--- src/rtl/alu_seq.sv ---
// alu_seq: registered WIDTH-bit ALU with valid/ready handshakes,
// multi-cycle N-bit shifts and optional BCD (macro ALU_DECIMAL_EN).
module alu_seq #(
  parameter int WIDTH = 8,
  localparam int SHW = $clog2(WIDTH)
) (
  input  logic             clk,
  input  logic             reset,
  input  logic             in_valid,
  output logic             in_ready,
  input  logic [3:0]       operation,
  input  logic [WIDTH-1:0] input_a,
  input  logic [WIDTH-1:0] input_b,
  input  logic             carry_in,
  input  logic             decimal,
  output logic             out_valid,
  input  logic             out_ready,
  output logic [WIDTH-1:0] alu_out,
  output logic             flag_carry,
  output logic             flag_zero,
  output logic             flag_neg,
  output logic             flag_overflow
);

  localparam int M = WIDTH - 1;

  typedef enum logic [1:0] {
    S_IDLE,
    S_SHIFT
`ifdef ALU_DECIMAL_EN
    , S_BCD
`endif
  } state_t;

  state_t             r_state, w_state;
  logic               r_ov, w_ov;
  logic [WIDTH-1:0]   r_out, w_out;
  logic               r_c, w_c, r_z, w_z;
  logic               r_n, w_n, r_v, w_v;
  logic [WIDTH-1:0]   r_a, w_a;
  logic [SHW-1:0]     r_cnt, w_cnt;
  logic               r_left, w_left;
  logic               r_sc, w_sc;

  logic               w_accept;
  logic [WIDTH-1:0]   w_bb;
  logic [WIDTH:0]     w_sum;
  logic [SHW-1:0]     w_amt;
  logic               w_multi;
  logic [WIDTH-1:0]   w_res;
  logic               w_rc, w_rv;
  logic [WIDTH-1:0]   w_sa;
  logic               w_sco;
  logic               w_ld, w_ld_c, w_ld_v;
  logic [WIDTH-1:0]   w_ld_val;

`ifdef ALU_DECIMAL_EN
  localparam int NDIG = WIDTH / 4;

  logic [WIDTH-1:0]   r_b, w_b;
  logic [WIDTH-1:0]   r_acc, w_acc;
  logic               r_sub, w_sub;
  logic               w_dec, w_is_sub;
  logic [4:0]         w_dg0, w_dgk;
  logic [WIDTH-1:0]   w_acc0, w_acck;

  // One BCD digit step: {carry/no-borrow out, digit}
  function automatic logic [4:0] bcd_digit(
    input logic [3:0] a,
    input logic [3:0] b,
    input logic       c,
    input logic       sub
  );
    logic [4:0] s;
    logic [5:0] d;
    logic [4:0] r;
    s = {1'b0, a} + {1'b0, b} + {4'b0, c};
    d = {2'b0, a} - {2'b0, b} - {5'b0, ~c};
    if (!sub) begin
      if (s > 5'd9) r = {1'b1, s[3:0] + 4'd6};
      else          r = {1'b0, s[3:0]};
    end else begin
      if (d[5]) r = {1'b0, d[3:0] + 4'd10};
      else      r = {1'b1, d[3:0]};
    end
    return r;
  endfunction

  assign w_is_sub = (operation == 4'd1);
  assign w_dec    = decimal &&
                    (operation == 4'd0 || w_is_sub);
  assign w_dg0 = bcd_digit(input_a[3:0], input_b[3:0],
                           carry_in, w_is_sub);
  assign w_dgk = bcd_digit(r_a[3:0], r_b[3:0], r_sc, r_sub);
  assign w_acc0 = WIDTH'(w_dg0[3:0]) << (WIDTH - 4);
  assign w_acck = (WIDTH'(w_dgk[3:0]) << (WIDTH - 4))
                | (r_acc >> 4);
`else
  logic w_unused;
  assign w_unused = decimal;
`endif

  assign in_ready = (r_state == S_IDLE) && (!r_ov || out_ready);
  assign w_accept = in_valid && in_ready;

  assign w_bb  = (operation == 4'd1) ? ~input_b : input_b;
  assign w_sum = {1'b0, input_a} + {1'b0, w_bb}
               + {{WIDTH{1'b0}}, carry_in};
  assign w_amt = input_b[SHW-1:0];
  assign w_multi = (operation == 4'd9 || operation == 4'd10)
                && (w_amt > SHW'(1));

  assign w_sa  = r_left ? {r_a[M-1:0], 1'b0}
                        : {1'b0, r_a[M:1]};
  assign w_sco = r_left ? r_a[M] : r_a[0];

  // Single-step result from the live request inputs
  always_comb begin
    w_res = input_a;
    w_rc  = carry_in;
    w_rv  = 1'b0;
    case (operation)
      4'd0, 4'd1: begin
        w_res = w_sum[M:0];
        w_rc  = w_sum[WIDTH];
        w_rv  = (input_a[M] == w_bb[M]) &&
                (w_sum[M] != input_a[M]);
      end
      4'd2: begin w_res = input_a & input_b; w_rc = 1'b0; end
      4'd3: begin w_res = input_a | input_b; w_rc = 1'b0; end
      4'd4: begin w_res = input_a ^ input_b; w_rc = 1'b0; end
      4'd5, 4'd9: begin
        if (operation == 4'd5 || w_amt != '0) begin
          w_res = {input_a[M-1:0], 1'b0};
          w_rc  = input_a[M];
        end
      end
      4'd6, 4'd10: begin
        if (operation == 4'd6 || w_amt != '0) begin
          w_res = {1'b0, input_a[M:1]};
          w_rc  = input_a[0];
        end
      end
      4'd7: begin
        w_res = {input_a[M-1:0], carry_in};
        w_rc  = input_a[M];
      end
      4'd8: begin
        w_res = {carry_in, input_a[M:1]};
        w_rc  = input_a[0];
      end
      default: ;
    endcase
  end

  // Next-state and output-load decisions
  always_comb begin
    w_state = r_state;
    w_ov    = r_ov;
    w_out   = r_out;
    w_c     = r_c;
    w_z     = r_z;
    w_n     = r_n;
    w_v     = r_v;
    w_a     = r_a;
    w_cnt   = r_cnt;
    w_left  = r_left;
    w_sc    = r_sc;
`ifdef ALU_DECIMAL_EN
    w_b     = r_b;
    w_acc   = r_acc;
    w_sub   = r_sub;
`endif
    w_ld     = 1'b0;
    w_ld_val = r_out;
    w_ld_c   = 1'b0;
    w_ld_v   = 1'b0;
    if (r_ov && out_ready) w_ov = 1'b0;
    case (r_state)
      S_IDLE: begin
        if (w_accept) begin
          if (w_multi) begin
            w_state = S_SHIFT;
            w_a     = w_res;
            w_sc    = w_rc;
            w_left  = (operation == 4'd9);
            w_cnt   = w_amt - SHW'(1);
          end
`ifdef ALU_DECIMAL_EN
          else if (w_dec) begin
            if (NDIG == 1) begin
              w_ld     = 1'b1;
              w_ld_val = w_acc0;
              w_ld_c   = w_dg0[4];
            end else begin
              w_state = S_BCD;
              w_a     = input_a >> 4;
              w_b     = input_b >> 4;
              w_acc   = w_acc0;
              w_sc    = w_dg0[4];
              w_sub   = w_is_sub;
              w_cnt   = SHW'(NDIG - 1);
            end
          end
`endif
          else begin
            w_ld     = 1'b1;
            w_ld_val = w_res;
            w_ld_c   = w_rc;
            w_ld_v   = w_rv;
          end
        end
      end
      S_SHIFT: begin
        w_a   = w_sa;
        w_sc  = w_sco;
        w_cnt = r_cnt - SHW'(1);
        if (r_cnt == SHW'(1)) begin
          w_state  = S_IDLE;
          w_ld     = 1'b1;
          w_ld_val = w_sa;
          w_ld_c   = w_sco;
        end
      end
`ifdef ALU_DECIMAL_EN
      S_BCD: begin
        w_a   = r_a >> 4;
        w_b   = r_b >> 4;
        w_acc = w_acck;
        w_sc  = w_dgk[4];
        w_cnt = r_cnt - SHW'(1);
        if (r_cnt == SHW'(1)) begin
          w_state  = S_IDLE;
          w_ld     = 1'b1;
          w_ld_val = w_acck;
          w_ld_c   = w_dgk[4];
        end
      end
`endif
      default: w_state = S_IDLE;
    endcase
    if (w_ld) begin
      w_ov  = 1'b1;
      w_out = w_ld_val;
      w_c   = w_ld_c;
      w_v   = w_ld_v;
      w_z   = (w_ld_val == '0);
      w_n   = w_ld_val[M];
    end
  end

  // State register; reset discards any in-flight operation
  always_ff @(posedge clk) begin
    if (reset) begin
      r_state <= S_IDLE;
      r_ov    <= 1'b0;
      r_out   <= '0;
      r_c     <= 1'b0;
      r_z     <= 1'b0;
      r_n     <= 1'b0;
      r_v     <= 1'b0;
      r_a     <= '0;
      r_cnt   <= '0;
      r_left  <= 1'b0;
      r_sc    <= 1'b0;
`ifdef ALU_DECIMAL_EN
      r_b     <= '0;
      r_acc   <= '0;
      r_sub   <= 1'b0;
`endif
    end else begin
      r_state <= w_state;
      r_ov    <= w_ov;
      r_out   <= w_out;
      r_c     <= w_c;
      r_z     <= w_z;
      r_n     <= w_n;
      r_v     <= w_v;
      r_a     <= w_a;
      r_cnt   <= w_cnt;
      r_left  <= w_left;
      r_sc    <= w_sc;
`ifdef ALU_DECIMAL_EN
      r_b     <= w_b;
      r_acc   <= w_acc;
      r_sub   <= w_sub;
`endif
    end
  end

  assign out_valid     = r_ov;
  assign alu_out       = r_out;
  assign flag_carry    = r_c;
  assign flag_zero     = r_z;
  assign flag_neg      = r_n;
  assign flag_overflow = r_v;

endmodule

--- config.mk ---
export PLATFORM = sky130hd
export DESIGN_NAME = alu_seq
export DESIGN_NICKNAME = d
export VERILOG_FILES = /design/src/rtl/alu_seq.sv
export SDC_FILE = /design/constraint.sdc
export NUM_CORES = 1
export LEC_CHECK = 0
export CAP_MARGIN = 0
export CORE_ASPECT_RATIO = 1.75
export CORE_MARGIN = 4
export CORE_UTILIZATION = 61
export DETAILED_ROUTE_END_ITERATION = 8
export GPL_TIMING_DRIVEN = 0
export PLACE_DENSITY = 0.87
export RECOVER_POWER = 25
export SETUP_SLACK_MARGIN = 0.5
export SLEW_MARGIN = 20
export SYNTH_ARGS = -nofsm -noshare
export SYNTH_HDL_FRONTEND = slang
export SYNTH_SLANG_ARGS = --single-unit
--- constraint.sdc ---
create_clock -name clk -period 13.7 [get_ports clk]
set_clock_uncertainty 0.2 [all_clocks]
set_input_delay 2.055 -clock clk [delete_from_list [all_inputs] [get_ports clk]]
set_output_delay 2.055 -clock clk [all_outputs]
set_load 0.02 [all_outputs]
# After elaboration in Yosys (flattened, before gate mapping)
# Cells that the tools add are included.
# totals
ff_bits	27
in_bits	26
output_inout_bits	14
elab_cells	96
# classes
addsub	4
magnitude_cmp	1
n_eq_ne	17
n_mux	37
n_bitwise	4
n_reduce_logical	23
# ops
op	n
$mux 8	9
$pmux 8 s8	1
$pmux 8 s2	2
$eq 4x3->1 const B	4
$mux 1	15
$eq 4x4->1 const B	3
$add 8x8->9	1
$add 9x1->9	1
$reduce_and 3->1	3
$and 8x8->8	1
$eq 4x2->1 const B	2
$logic_not 8->1	1
$not 8->8	1
$or 8x8->8	1
$xor 8x8->8	1
$mux 2	3
$mux 3	2
$ne 2x2->1 const B	3
$pmux 1 s6	1
$pmux 3 s2	1
$reduce_or 2->1	3
$sub 3x1->3 const B	2
$logic_and 1x1->1	5
$eq 4x1->1 const B	1
14 further kinds	19

# Depth between registers and ports, before layout
# logic_depth
ltp_word	10
mapped_depth	18
depth_no_buf	14

# Worst setup path after synthesis
# No wires, ideal clock.
# synth_timing
path_type	input to register
start	input operation[2]
end	register r_z, in the netlist flag_zero
setup_time_ns	0.084
t_arrival_ns	5.499
required_ns	13.416
slack_ns	7.916
cell_stages	17
n_path_buf	4
cell_sequence	buf_2 -> buf_2 -> buf_2 -> nor3_1 -> and2_1 -> buf_2 -> xnor2_1 -> fa_1 -> inv_1 -> fa_1 -> a211oi_1 -> nor2_1 -> o21ai_1 -> o211a_1 -> o21ai_1 -> or4_4 -> o31ai_2
# synth_between
elab_chain_cells	9
elab_cells_between_ends	31
classes_between	2 x add/sub; 10 x eq/ne; 10 x mux; 9 x reduce/logical
# synth_lines
item	line	rtl
from (decl)	11	input logic [3:0] operation,
$eq 4x1->1	106, 122	
$mux 8	106	assign w_bb = (operation == 4'd1) ? ~input_b : input_b;
$add 8x8->9	107	assign w_sum = {1'b0, input_a} + {1'b0, w_bb}
$add 9x1->9	108	+ {{WIDTH{1'b0}}, carry_in};
$pmux 8 s8	122	case (operation)
$mux 8	182	if (w_multi) begin
$mux 8	181	if (w_accept) begin
$pmux 8 s2	179	case (r_state)
$logic_not 8->1	247	w_z = (w_ld_val == '0);
to (signal assigned)	276	r_z <= w_z;
to (decl)	38	logic r_c, w_c, r_z, w_z;
# Parallel ways exist; a longest one is shown, timed or not.
# A chain may end at the register's enable or synchronous reset.

# Worst setup path in the final report
# Same ends and word-level chain as after synthesis.

==> report_table.html <==
<table>
<tr><th>Metric</th><th>Value</th></tr>
<tr><th colspan="2">Status</th></tr>
<tr><td>Run status</td><td>completed</td></tr>
<tr><th colspan="2">CTS</th></tr>
<tr><td>Clk Tree Root Cell</td><td>sky130_fd_sc_hd__clkbuf_8</td></tr>
<tr><td>Number of resized instances in the post-cts repair step</td><td>0</td></tr>
<tr><td>Clk sinks</td><td>25</td></tr>
<tr><td>Count of buffers added by post-CTS timing repair for setup</td><td>0</td></tr>
<tr><td>Clk buf depth</td><td>2</td></tr>
<tr><td>CTS tree</td><td>built</td></tr>
<tr><td>Clock latency of the later-clocked register in the worst-skew pair</td><td>0.28 ns</td></tr>
<tr><td>Count of hold buffers inserted by post-cts repair</td><td>0</td></tr>
<tr><td>Number of buffers created by CTS</td><td>3</td></tr>
<tr><td>Clock input transition at the sequential cells of the worst setup and hold paths</td><td>0.09 ns</td></tr>
<tr><td>Number of H-tree levels</td><td>1</td></tr>
<tr><th colspan="2">Global route</th></tr>
<tr><td>Initial antenna violation count</td><td>0</td></tr>
<tr><td>GR Layer Usage met3</td><td>1.80%</td></tr>
<tr><td>Maximum number of pins on one net before global-route repair</td><td>15</td></tr>
<tr><td>Routing usage on met2</td><td>55.4%</td></tr>
<tr><td>Most Crowded Layer GR</td><td>met2</td></tr>
<tr><td>First-pass GRT wire length</td><td>14800 um</td></tr>
<tr><td>M1 GR Usage</td><td>approximately a third</td></tr>
<tr><td>Number of global-route vias before repair</td><td>3136</td></tr>
<tr><td>GRT overflow</td><td>0</td></tr>
<tr><td>Tot GR Track Use</td><td>around 31%</td></tr>
<tr><th colspan="2">Synth</th></tr>
<tr><td>Number of synthesized register bits</td><td>25</td></tr>
<tr><td>Sequential cell area fraction in the yosys report</td><td>around 17%</td></tr>
<tr><td>Number of enable-type register cells in the synthesized netlist</td><td>0</td></tr>
<tr><td>Share of flip-flops with an asynchronous set or reset</td><td>0%</td></tr>
<tr><td>Post-Synthesis Net Count</td><td>447</td></tr>
<tr><td>Total of warnings raised by yosys</td><td>0</td></tr>
<tr><td>Commonest register cell after synthesis</td><td>sky130_fd_sc_hd__dfxtp_1</td></tr>
<tr><td>Number of cells produced by synthesis</td><td>approximately 400</td></tr>
<tr><td>Netlist cell types</td><td>between 70 and 80</td></tr>
<tr><td>Avg Cell Area, Syn</td><td>~7.6 um^2</td></tr>
<tr><td>Post-synthesis instance area</td><td>roughly 3000 um^2</td></tr>
<tr><th colspan="2">Route</th></tr>
<tr><td>Antenna violation net count after detailed routing</td><td>0</td></tr>
<tr><td>Count of unresolved DRC violations after routing</td><td>0</td></tr>
<tr><td>Post-detailed-route via-to-cell ratio</td><td>6.59</td></tr>
<tr><td>Via total after detailed routing</td><td>approximately 3200</td></tr>
<tr><td>Aggregate routed wire length</td><td>9030 um</td></tr>
<tr><td>First-pass iteration count of the detailed router</td><td>4</td></tr>
<tr><td>Starting DRC count in detailed routing</td><td>around 280</td></tr>
<tr><td>Per-cell routed wire length</td><td>18.6 um</td></tr>
<tr><th colspan="2">STA</th></tr>
<tr><td>Final setup margin</td><td>6.87 ns</td></tr>
<tr><td>RSZ-0062 raised after global routing</td><td>no</td></tr>
<tr><td>F_max</td><td>between 0.1 and 0.15 GHz</td></tr>
<tr><td>Fin crit share</td><td>49.9%</td></tr>
<tr><td>Final hold vios</td><td>0</td></tr>
<tr><td>Setup TNS</td><td>0 ns</td></tr>
<tr><td>Actual slew at the worst max-slew pin</td><td>approximately 0.67 ns</td></tr>
<tr><td>Number of slew-limit violations in the final report</td><td>0</td></tr>
<tr><td>Setup-failing EPs final</td><td>0</td></tr>
<tr><td>Worst max-slew margin expressed relative to the limit</td><td>55.2%</td></tr>
<tr><td>Crit path time final</td><td>6.83 ns</td></tr>
<tr><th colspan="2">Pwr</th></tr>
<tr><td>Reported leakage power</td><td>1.40 nW</td></tr>
<tr><td>Pwr Density</td><td>66.0 nW/um^2</td></tr>
<tr><td>Worst vdd ir</td><td>0.0787 mV</td></tr>
<tr><th colspan="2">Layout</th></tr>
<tr><td>Final net count</td><td>489</td></tr>
<tr><td>Share of final-layout standard cells stronger than drive strength 1</td><td>9.03%</td></tr>
<tr><td>Post-route core utilization</td><td>73.3%</td></tr>
<tr><td>Fillers</td><td>392</td></tr>
<tr><td>Area used by sequential logic in the layout</td><td>500 um^2</td></tr>
<tr><td>Area growth from synthesis to layout</td><td>16.2%</td></tr>
<tr><td>Number of antenna diodes</td><td>0</td></tr>
<tr><td>Total area of multi-input combinational cells</td><td>2210 um^2</td></tr>
<tr><th colspan="2">Worst setup path</th></tr>
<tr><td>Required time of the critical path</td><td>13.70 ns</td></tr>
<tr><td>Startpoint of the most critical register-to-register path</td><td>r_state[0]</td></tr>
<tr><td>Sequence of cells on the critical path</td><td>clkdlybuf4s50_1, buf_2, buf_2, buf_2, nor3_1, and2_1, buf_2, xnor2_1, fa_1, inv_1, fa_1, a211oi_1, nor2_1, o21ai_1, o211a_1, o21ai_1, or4_4, o31ai_2</td></tr>
<tr><td>Origin of the worst setup path</td><td>operation[2]</td></tr>
<tr><td>Kind of end point of the critical path</td><td>flip-flop</td></tr>
<tr><td>Critical path start-end classification</td><td>primary input to flip-flop</td></tr>
<tr><td>Slowest Stage Delay on Critical Path</td><td>approximately 0.58 ns</td></tr>
<tr><td>Setup crit start kind</td><td>primary input</td></tr>
<tr><td>Slowest cell on the critical path</td><td>sky130_fd_sc_hd__or4_4</td></tr>
<tr><td>Minimum setup slack among reg-to-reg paths</td><td>10.93 ns</td></tr>
<tr><td>Depth of the most critical reg-to-reg path</td><td>9</td></tr>
<tr><td>Crit path DAT</td><td>6.83 ns</td></tr>
<tr><td>CP max FO</td><td>10</td></tr>
<tr><td>Most used cell along the critical path</td><td>sky130_fd_sc_hd__buf_2</td></tr>
<tr><td>Reg-to-Reg End</td><td>flag_zero</td></tr>
<tr><th colspan="2">Die</th></tr>
<tr><td>Initial Util</td><td>a little over three fifths</td></tr>
<tr><td>I/O pin count</td><td>40</td></tr>
<tr><td>Die extent in x</td><td>60.8 um</td></tr>
<tr><td>Count of standard-cell rows</td><td>33</td></tr>
<tr><td>Die Y</td><td>between 100 and 150 um</td></tr>
<tr><td>Area of the die</td><td>6090 um^2</td></tr>
<tr><td>Core ar.</td><td>4710 um^2</td></tr>
<tr><th colspan="2">Job</th></tr>
<tr><td>Count of maximum capacitance violations</td><td>0</td></tr>
<tr><th colspan="2">Hold path</th></tr>
<tr><td>Worst hold endpoint</td><td>r_cnt[2]</td></tr>
<tr><td>Worst min-delay path class</td><td>flip-flop to flip-flop</td></tr>
<tr><td>Worst hold path startpoint</td><td>r_cnt[2]</td></tr>
<tr><td>Worst hold stages</td><td>2</td></tr>
<tr><th colspan="2">Place</th></tr>
<tr><td>Half-perimeter wire length of the detailed placement result</td><td>7320 um</td></tr>
<tr><td>Pre-CTS setup slack</td><td>6.66 ns</td></tr>
<tr><td>Gp weighted congestion</td><td>roughly 1</td></tr>
<tr><td>Count of input and output buffers</td><td>37</td></tr>
</table>
[power by group]
group,internal [mW],switching [mW]
combinational,0.0441,0.0595
clock,0.0204,0.0251
sequential,0.0765,0.00214
total,0.141,0.0868
[critical path, delay by kind of cell]
family	cells	cell delay (ns)
xor gates and xnor gates	1	0.18
adders and majority gates	2	0.63
buffers and inverters	6	1.48
AOI/OAI and AO/OA	5	1.24
and+or+nand+nor	4	1.25
[state kept, by name, summed over array words and instances (netlist names)]
signal         flops
flag_carry         1
r_left             1
flag_overflow      1
r_cnt              3
alu_out            8
r_a                8
out_valid          1
flag_zero          1
r_state            1
[kinds of logic after synthesis]
| group | after synthesis | share of synthesized area, % |
|---|---|---|
| AOI/OAI and AO/OA | 123 | 29.4 |
| and+or+nand+nor | 136 | 23.7 |
| muxes | 12 | 4.25 |
| buffers and inverters | 52 | 8.85 |
| xor gates and xnor gates | 13 | 3.83 |
| DFF | 25 | 16.8 |
| adders and majority gates | 30 | 13.1 |
[cell usage in the layout (no fill, tap or decap), types with 8 or more instances in the layout]
master                            synthesis  final
sky130_fd_sc_hd__nor2_1                  37     37
sky130_fd_sc_hd__ha_1                    28     28
sky130_fd_sc_hd__nor3_1                   9      9
sky130_fd_sc_hd__nand2b_1                 9      9
sky130_fd_sc_hd__a21oi_1                 23     23
sky130_fd_sc_hd__dfxtp_1                 25     25
sky130_fd_sc_hd__dlygate4sd3_1            0      9
sky130_fd_sc_hd__o21ai_0                 20     20
sky130_fd_sc_hd__clkbuf_1                 8      8
sky130_fd_sc_hd__xnor2_1                 11     11
sky130_fd_sc_hd__a22oi_1                  8      8
sky130_fd_sc_hd__inv_1                   28     28
sky130_fd_sc_hd__clkdlybuf4s50_1          0     28
sky130_fd_sc_hd__nand2_1                 31     31
[routing by layer]
layer | wire (um) | vias to the layer above
li1 | - | 1514
met5 | 0 | -
met3 | 544 | 45
met4 | 554 | 0
met1 | 3180 | 1471
met2 | 4750 | 161
[cells in the mapped netlist (5+ instances only)]
cell,n,area (um^2)
sky130_fd_sc_hd__nand2_1,31,116
sky130_fd_sc_hd__and2_1,6,37.5
sky130_fd_sc_hd__a31oi_1,7,43.8
sky130_fd_sc_hd__o21a_1,7,52.6
sky130_fd_sc_hd__o21ai_1,6,30.0
sky130_fd_sc_hd__nand3_1,6,30.0
sky130_fd_sc_hd__a21oi_1,23,115
sky130_fd_sc_hd__nand2b_1,9,56.3
sky130_fd_sc_hd__buf_6,6,67.6
sky130_fd_sc_hd__inv_1,28,105
sky130_fd_sc_hd__nor2_1,37,139
sky130_fd_sc_hd__a22oi_1,8,60.1
sky130_fd_sc_hd__xnor2_1,11,96.3
sky130_fd_sc_hd__mux2_2,5,56.3
sky130_fd_sc_hd__a221oi_1,6,52.6
sky130_fd_sc_hd__dfxtp_1,25,500
sky130_fd_sc_hd__nor3_1,9,45.0
sky130_fd_sc_hd__ha_1,28,350
sky130_fd_sc_hd__o21ai_0,20,100
sky130_fd_sc_hd__buf_2,6,30.0
sky130_fd_sc_hd__nor4_1,5,31.3
sky130_fd_sc_hd__clkbuf_1,8,30.0
sky130_fd_sc_hd__mux2i_1,7,70.1
[through the flow]
step                      std cells  power (mW)  cell area, um^2  hold slack (ns)
after floorplan                 391       0.148             2970            0.258
after detailed placement        480       0.183             3410            0.278
after global routing            484       0.241             3450            0.320
final                           484       0.228             3450            0.286
after CTS                       484       0.226             3450            0.285
after global placement          480       0.180             3410            0.268
[area by class of cell]
| cell class | instances | share of cell area [%] |
|---|---|---|
| Buffer | 24 | 4.57 |
| Clock buffer | 3 | 1.20 |
| Timing Repair Buffer | 37 | 10.7 |
| Sequential cell | 25 | 14.5 |
| Tap cell | 52 | 1.88 |
| Inverter | 28 | 3.04 |
| Multi-Input combinational cell | 314 | 63.9 |
| Clock inverter | 1 | 0.145 |
[worst max-delay path by stage]
stage	to
after global routing	flag_zero
after detailed placement	flag_zero
after floorplan	flag_zero
after CTS	flag_zero
final	flag_zero
after global placement	flag_zero
(Power assumes the default switching activity.)
